`src/rtl/grain128a.sv`:
```
// ---------------------------------------------------------------------------
// grain128a -- bit-serial Grain-128a pre-output generator.
//
// A pulse on INIT_I (on an enabled edge) restarts the core. The next 128
// enabled edges shift in the key (first bit = k0) and the IV (first bit =
// IV0; IV_I is ignored after 96 bits). 256 warm-up rounds follow, with the
// pre-output fed back into both registers. After that, every enabled edge
// produces one keystream bit.
//
// Ports:
//   CLK_I             in   clock, rising edge
//   ARESET_I          in   asynchronous active-low reset, clears all state
//   CLKEN_I           in   clock enable; no state changes when 0
//   KEY_I             in   serial key bit
//   IV_I              in   serial IV bit
//   INIT_I            in   start/restart load (sampled when CLKEN_I=1)
//   KEYSTREAM_O       out  pre-output bit y of current state, 0 when invalid
//   KEYSTREAM_VALID_O out  KEYSTREAM_O carries a keystream bit
//
// Optional build macro: GRAIN128A_AUTH_MODE_EN
//   When defined and the loaded IV0 is 1, the first 64 RUN bits are
//   suppressed and only every second bit after that (y64, y66, ...) is
//   flagged valid. When IV0 is 0, or the macro is undefined, every RUN bit
//   is valid.
// ---------------------------------------------------------------------------
module grain128a (
    input  logic CLK_I,
    input  logic ARESET_I,
    input  logic CLKEN_I,
    input  logic KEY_I,
    input  logic IV_I,
    input  logic INIT_I,
    output logic KEYSTREAM_O,
    output logic KEYSTREAM_VALID_O
);

    typedef enum logic [1:0] {
        PH_IDLE   = 2'd0,
        PH_LOAD   = 2'd1,
        PH_WARMUP = 2'd2,
        PH_RUN    = 2'd3
    } phase_e;

    phase_e       phase_q, phase_d;
    logic [7:0]   cnt_q, cnt_d;
    // Bit i of lfsr_q is s_i, bit i of nfsr_q is b_i.
    logic [127:0] lfsr_q, lfsr_d;
    logic [127:0] nfsr_q, nfsr_d;

    logic h_bit, y_bit, f_bit, g_bit;
    logic load_s_bit;
    logic run_valid;

`ifdef GRAIN128A_AUTH_MODE_EN
    // auth_q: IV0 latched during load. skip_q counts the 64 suppressed RUN
    // bits and saturates at 64 (bit 6 set); par_q then selects the
    // even-indexed bits.
    logic       auth_q, auth_d;
    logic [6:0] skip_q, skip_d;
    logic       par_q, par_d;
`endif

    // -----------------------------------------------------------------------
    // Grain-128a Boolean functions on the current state.
    // -----------------------------------------------------------------------
    always_comb begin
        h_bit = (nfsr_q[12] & lfsr_q[8])
              ^ (lfsr_q[13] & lfsr_q[20])
              ^ (nfsr_q[95] & lfsr_q[42])
              ^ (lfsr_q[60] & lfsr_q[79])
              ^ (nfsr_q[12] & nfsr_q[95] & lfsr_q[94]);

        y_bit = h_bit ^ lfsr_q[93]
              ^ nfsr_q[2]  ^ nfsr_q[15] ^ nfsr_q[36] ^ nfsr_q[45]
              ^ nfsr_q[64] ^ nfsr_q[73] ^ nfsr_q[89];

        f_bit = lfsr_q[0] ^ lfsr_q[7] ^ lfsr_q[38]
              ^ lfsr_q[70] ^ lfsr_q[81] ^ lfsr_q[96];

        g_bit = lfsr_q[0]
              ^ nfsr_q[0] ^ nfsr_q[26] ^ nfsr_q[56] ^ nfsr_q[91] ^ nfsr_q[96]
              ^ (nfsr_q[3]  & nfsr_q[67])
              ^ (nfsr_q[11] & nfsr_q[13])
              ^ (nfsr_q[17] & nfsr_q[18])
              ^ (nfsr_q[27] & nfsr_q[59])
              ^ (nfsr_q[40] & nfsr_q[48])
              ^ (nfsr_q[61] & nfsr_q[65])
              ^ (nfsr_q[68] & nfsr_q[84])
              ^ (nfsr_q[88] & nfsr_q[92] & nfsr_q[93] & nfsr_q[95])
              ^ (nfsr_q[22] & nfsr_q[24] & nfsr_q[25])
              ^ (nfsr_q[70] & nfsr_q[78] & nfsr_q[82]);
    end

    // Loading shifts in at index 127 and moves down, so the bit taken on
    // load edge n ends up at index n after all 128 edges. For the LFSR the
    // tail after the IV is the fixed padding: ones, then a final zero.
    assign load_s_bit = (cnt_q < 8'd96) ? IV_I : (cnt_q != 8'd127);

    // -----------------------------------------------------------------------
    // Next-state logic
    // -----------------------------------------------------------------------
    always_comb begin
        phase_d = phase_q;
        cnt_d   = cnt_q;
        lfsr_d  = lfsr_q;
        nfsr_d  = nfsr_q;
`ifdef GRAIN128A_AUTH_MODE_EN
        auth_d  = auth_q;
        skip_d  = skip_q;
        par_d   = par_q;
`endif
        if (INIT_I) begin
            // Restart from any phase; KEY_I/IV_I on this edge are dropped.
            phase_d = PH_LOAD;
            cnt_d   = 8'd0;
`ifdef GRAIN128A_AUTH_MODE_EN
            auth_d  = 1'b0;
            skip_d  = 7'd0;
            par_d   = 1'b0;
`endif
        end else begin
            case (phase_q)
                PH_IDLE: begin
                    // Wait for INIT_I.
                end
                PH_LOAD: begin
                    lfsr_d = {load_s_bit, lfsr_q[127:1]};
                    nfsr_d = {KEY_I, nfsr_q[127:1]};
`ifdef GRAIN128A_AUTH_MODE_EN
                    if (cnt_q == 8'd0) begin
                        auth_d = IV_I;
                    end
`endif
                    if (cnt_q == 8'd127) begin
                        cnt_d   = 8'd0;
                        phase_d = PH_WARMUP;
                    end else begin
                        cnt_d = cnt_q + 8'd1;
                    end
                end
                PH_WARMUP: begin
                    // Pre-output is fed back into both registers.
                    lfsr_d = {f_bit ^ y_bit, lfsr_q[127:1]};
                    nfsr_d = {g_bit ^ y_bit, nfsr_q[127:1]};
                    cnt_d  = cnt_q + 8'd1;
                    // The 8-bit counter wrapping 255 -> 0 ends warm-up.
                    if (cnt_q == 8'd255) begin
                        phase_d = PH_RUN;
                    end
                end
                PH_RUN: begin
                    lfsr_d = {f_bit, lfsr_q[127:1]};
                    nfsr_d = {g_bit, nfsr_q[127:1]};
`ifdef GRAIN128A_AUTH_MODE_EN
                    if (!skip_q[6]) begin
                        skip_d = skip_q + 7'd1;
                    end else begin
                        par_d = ~par_q;
                    end
`endif
                end
                default: begin
                    phase_d = PH_IDLE;
                end
            endcase
        end
    end

    // -----------------------------------------------------------------------
    // State registers
    // -----------------------------------------------------------------------
    always_ff @(posedge CLK_I or negedge ARESET_I) begin
        if (!ARESET_I) begin
            phase_q <= PH_IDLE;
            cnt_q   <= 8'd0;
            lfsr_q  <= '0;
            nfsr_q  <= '0;
`ifdef GRAIN128A_AUTH_MODE_EN
            auth_q  <= 1'b0;
            skip_q  <= 7'd0;
            par_q   <= 1'b0;
`endif
        end else if (CLKEN_I) begin
            phase_q <= phase_d;
            cnt_q   <= cnt_d;
            lfsr_q  <= lfsr_d;
            nfsr_q  <= nfsr_d;
`ifdef GRAIN128A_AUTH_MODE_EN
            auth_q  <= auth_d;
            skip_q  <= skip_d;
            par_q   <= par_d;
`endif
        end
    end

    // -----------------------------------------------------------------------
    // Outputs: decoded from registered state only, so the bit holds while
    // CLKEN_I is low.
    // -----------------------------------------------------------------------
`ifdef GRAIN128A_AUTH_MODE_EN
    assign run_valid = (phase_q == PH_RUN) && (!auth_q || (skip_q[6] && !par_q));
`else
    assign run_valid = (phase_q == PH_RUN);
`endif

    assign KEYSTREAM_VALID_O = run_valid;
    assign KEYSTREAM_O       = run_valid & y_bit;

endmodule

```
`config.mk`:
```
export PLATFORM = sky130hd
export DESIGN_NAME = grain128a
export DESIGN_NICKNAME = d
export VERILOG_FILES = /design/src/rtl/grain128a.sv
export SDC_FILE = /design/constraint.sdc
export NUM_CORES = 1
export LEC_CHECK = 0
export CORE_UTILIZATION = 55
export DETAILED_ROUTE_END_ITERATION = 6
export PLACE_DENSITY = 0.71
export SLEW_MARGIN = 20
export SYNTH_ARGS = -nofsm -noshare
export SYNTH_HDL_FRONTEND = slang
export SYNTH_SLANG_ARGS = --single-unit
```
`constraint.sdc`:
```
create_clock -name CLK_I -period 3.7 [get_ports CLK_I]
set_clock_uncertainty 0.15 [all_clocks]
set_input_delay 0.74 -clock CLK_I [delete_from_list [all_inputs] [get_ports CLK_I]]
set_output_delay 0.74 -clock CLK_I [all_outputs]
set_load 0.03 [all_outputs]
```
Word level (Yosys, flattened, before mapping)

Cells that the tools add are included.
W data, S select, Z words.

Add/subtract/negate cells: 1
Equality and inequality tests: 8
Mux-type cells: 10
Divide/modulo/power cells: 0
Reductions and logical operators: 5
Shift-type cells: 0
Magnitude comparators: 1
Bitwise operators: 56
Multiply operators: 0

Operator list:

| kind                  | count |
|---|---|
| $pmux W128 S3         | 2 |
| $xor A1 B1 Y1         | 34 |
| $and A1 B1 Y1         | 21 |
| $mux W8               | 2 |
| $pmux W8 S2           | 1 |
| $add A8 B1 Y8 const B | 1 |
| $eq A8 B7 Y1 const B  | 1 |
| $eq A8 B8 Y1 const B  | 1 |
| $lt A8 B7 Y1 const B  | 1 |
| $ne A8 B7 Y1 const B  | 1 |
| $mux W2               | 3 |
| $ne A3 B3 Y1 const B  | 2 |
| $reduce_bool A3 Y1    | 2 |
| $eq A2 B2 Y1 const B  | 2 |
| $pmux W2 S2           | 1 |
| $reduce_and A4 Y1     | 1 |
| $reduce_and A3 Y1     | 1 |
| $eq A2 B1 Y1 const B  | 1 |
| $reduce_and A2 Y1     | 1 |
| $mux W1               | 1 |
| $not A1 Y1            | 1 |

Memory bits (read-only): 0
Output and inout port bits: 2
Bits in latches: 0
Word-level logic and storage cells: 85
Flip-flop bits (word level): 266
Bits of input ports: 6
Memories: 0
Memory bits (writable): 0

Depth between registers and ports, before layout

Depth in word-level cells: 17
Depth in mapped cells: 8
Gate-level depth less buffers: 7

Least setup slack after synthesis

Ideal clock, no wire load.

Path type: register to output
Start: register nfsr_q[95]
End: output KEYSTREAM_O
Buffers on the path: 0
Cell stages (with the launch flop): 6
Data arrival time: 1527 ps
Path slack: 1283 ps
Data required time: 2810 ps
Cell sequence: dfrtp_1 nand2_1 xnor2_1 xnor2_1 xnor3_1 nor2_1

Longest elaborated chain between the ends: 13
Elaborated cells between the ends (all ways): 15
Those cells by class: 15 x bitwise

Ends and longest elaborated chain:

| what                           | RTL line | source |
|---|---|---|
| start: declaration             | 48       | `logic [127:0] nfsr_q, nfsr_d;` |
| start signal: assignment       | 187      | `nfsr_q <= nfsr_d;` |
| $and A1 B1 Y1                  | 69       | `^ (nfsr_q[95] & lfsr_q[42])` |
| $xor A1 B1 Y1                  | 69       |  |
| $xor A1 B1 Y1                  | 70       | `^ (lfsr_q[60] & lfsr_q[79])` |
| $xor A1 B1 Y1 (*)              | 71       | `^ (nfsr_q[12] & nfsr_q[95] & lfsr_q[94]);` |
| $xor A1 B1 Y1 (*)              | 73       | `y_bit = h_bit ^ lfsr_q[93]` |
| $xor A1 B1 Y1 (*) (4 in a row) | 74       | `^ nfsr_q[2] ^ nfsr_q[15] ^ nfsr_q[36] ^ nfsr_q[45]` |
| $xor A1 B1 Y1 (*) (3 in a row) | 75       | `^ nfsr_q[64] ^ nfsr_q[73] ^ nfsr_q[89];` |
| $and A1 B1 Y1 (*)              | 207      | `assign KEYSTREAM_O = run_valid & y_bit;` |
| end: declaration               | 33       | `output logic KEYSTREAM_O,` |

Every way passes the cells marked *; elsewhere a longest branch is shown, timed or not.

Worst setup path after layout

Ends and elaborated chain as after synthesis.

==> results_dict.tcl <==
set metrics [dict create \
    status "finished clean" \
    syn_to_final_growth_pct 10.5 \
    cts_setup_buffers 0 \
    gp_congestion 0.728 \
    timing.rr.end "cnt_q[5]" \
    ant_nets 0 \
    setup_viol 0 \
    die_h_um 140 \
    cts_tree "done" \
    dp_cells 1391 \
    synth_cell_type_count 36 \
    cts_hold_buffers 0 \
    synthArstFlopShare 1.00 \
    vias_per_cell 4.95 \
    synth_edf_count 0 \
    wl_mm 17.4 \
    tightest_slew_ns 0.721 \
    start_kind "flop" \
    synth_top_area_frac 0.631 \
    grt_pass1_vias 7060 \
    yosysWarnings 0 \
    path_clk_slew_ns 0.06 \
    diodes 0 \
    synth_flop_cell "dfrtp_1" \
    fin_crit_sh 0.941 \
    num_vias 7119 \
    final_core_util 0.621 \
    final.setup.worst_slack_ns 0.219 \
    dr.pass1.iters 5 \
    dp_hpwl_mm 9.78 \
    reg2regPathDepth 7 \
    ys_seq_elements 266 \
    worstSetupPathType "reg2out" \
    synth.avg_cell_area_um2 8.79 \
    ys_seq_area_frac 0.631 \
    vdd_drop_max_uv 458 \
    leakagePower_uw 0.00658 \
    final_cells 1439 \
    pin_count 8 \
    nets 1193 \
    portBuffers 7 \
    synthTopCellsByArea "dfrtp_1, nand2_1, xnor2_1" \
    wl_met2_mm 7.94 \
    top_layer "met4" \
    synthCells 1199 \
    drive_above_1_share 0.0448 \
    power.total_uw 5810 \
    crit_fanout 5 \
    arrival_ns 2.59 \
    h-tree-depth 1 \
    rsz0062_at_grt "false" \
    drc_errors 0 \
    slew_headroom 0.519 \
    r2r_start "cnt_q[0]" \
    syn_area_um2 10500 \
    hold_viol 0 \
    cts_inserted_buffers 27 \
    syn_nets 1206 \
    fin_setup_tns_ns 0 \
    core_region_area_um2 18800 \
    die_w_um 140 \
    reg2reg_slack_ns 1.62 \
    period_needed_ns 3.48 \
    wl_per_cell_um 12.1 \
    final_cell_mix "nand2_1, dfrtp_1, clkbuf_16, xnor2_1, clkbuf_1" \
    insertion_delay_ns 0.52 \
    die_area_um2 19700 \
    hold_path.class "in2async" \
    wl_met3_um 481 \
    grtUsageTotal 0.191 \
    start_util 0.562 \
    cp.required_ns 2.81 \
    mostFrequentLayoutCell "nand2_1" \
    end_kind "output port" \
    antenna_found_initial 0 \
    max_cap_viol_count 0 \
    cts_buffer_depth 3 \
    num_rows 50 \
    drv_slew 0 \
    grt_pass1_wl_mm 31.6 \
    gr-total-overflow 0 \
    m1WireLength_mm 8.60 \
    grt_max_degree 136 \
    root_buffer "clkbuf_16" \
    pre_cts_slack_ns 0.746 \
    cts_resized 0 \
    yosys.area.top_type "dfrtp_1" \
    fmax_ghz 0.287 \
    cts_num_sinks 266 \
    p_per_area_nw_per_um2 499 \
    drt_iter0_drc 443 \
]
## worst max-delay path by stage
stage / startpoint / depth (start not counted) / to / slack (ns)
6_report: nfsr_q[95] / 6 / KEYSTREAM_O / 0.22
5_1_grt: nfsr_q[95] / 6 / KEYSTREAM_O / 0.13
4_1_cts: nfsr_q[95] / 6 / KEYSTREAM_O / 0.19
3_5_place_dp: nfsr_q[95] / 6 / KEYSTREAM_O / 0.75
3_3_place_gp: nfsr_q[95] / 6 / KEYSTREAM_O / 0.77
2_1_floorplan: nfsr_q[95] / 5 / KEYSTREAM_O / 1.28
## state kept, by name, indices dropped and copies added (netlist names)
name,count
lfsr_q,128
cnt_q,8
nfsr_q,128
phase_q,2
## synthesized netlist by cell type (2+ instances only)
master    instances
xnor2_1          23
xnor3_1           2
xnor2_2           2
nor2b_1           2
nand3_1           4
xor2_1            7
and3_1            2
dfrtp_1         266
o21ai_0           4
nor2_1           11
o21ai_1           4
buf_1             3
nand4_1           3
nand2b_1          2
nor3b_1           2
buf_2            15
buf_6             3
clkbuf_1         39
nand2_1         781
a21oi_1           8
## where the power goes
group | switching [µW] | internal [µW] | total (µW)
registers | 43.5 | 2970 | 3020
clock network | 1040 | 1510 | 2550
logic | 178 | 60.2 | 238
## critical path: stages, from the launching register on
cell             delay [ns]
dfrtp_1                0.41
nand2_1                0.09
xnor2_1                0.23
xnor2_1                0.17
xnor3_1                0.39
nor2_1                 0.11
clkdlybuf4s50_1        0.67
## cells by family after synthesis
| kind of cell | synth area share |
|---|---|
| xor+xnor | 0.0338 |
| flops | 0.631 |
| buf+inv | 0.0260 |
| fa+ha+maj | 0.00119 |
| compound gates | 0.0120 |
| simple gates | 0.296 |
## cell type report
type	count	area (µm²)
clock buffer	43	746
inverter	2	7.51
timing repair buffer	18	245
sequential	266	6660
tap	234	293
multi-input combinational	871	3630
clock inverter	5	75.1
fill	1584	7120
## stage by stage
step	cell area (µm²)	hold WS [ns]
6_report	11700	0.0870
5_1_grt	11700	0.156
4_1_cts	11700	0.122
3_5_place_dp	10800	0.299
3_3_place_gp	10800	0.295
2_1_floorplan	10500	0.289
## per-layer routing
layer,vias to the layer above,track usage
met1,3416,0.257
met5,-,0
met4,0,0.0526
met3,34,0.0284
met2,58,0.325
li1,3611,-
Note: power is estimated with default switching activity, not from simulation.
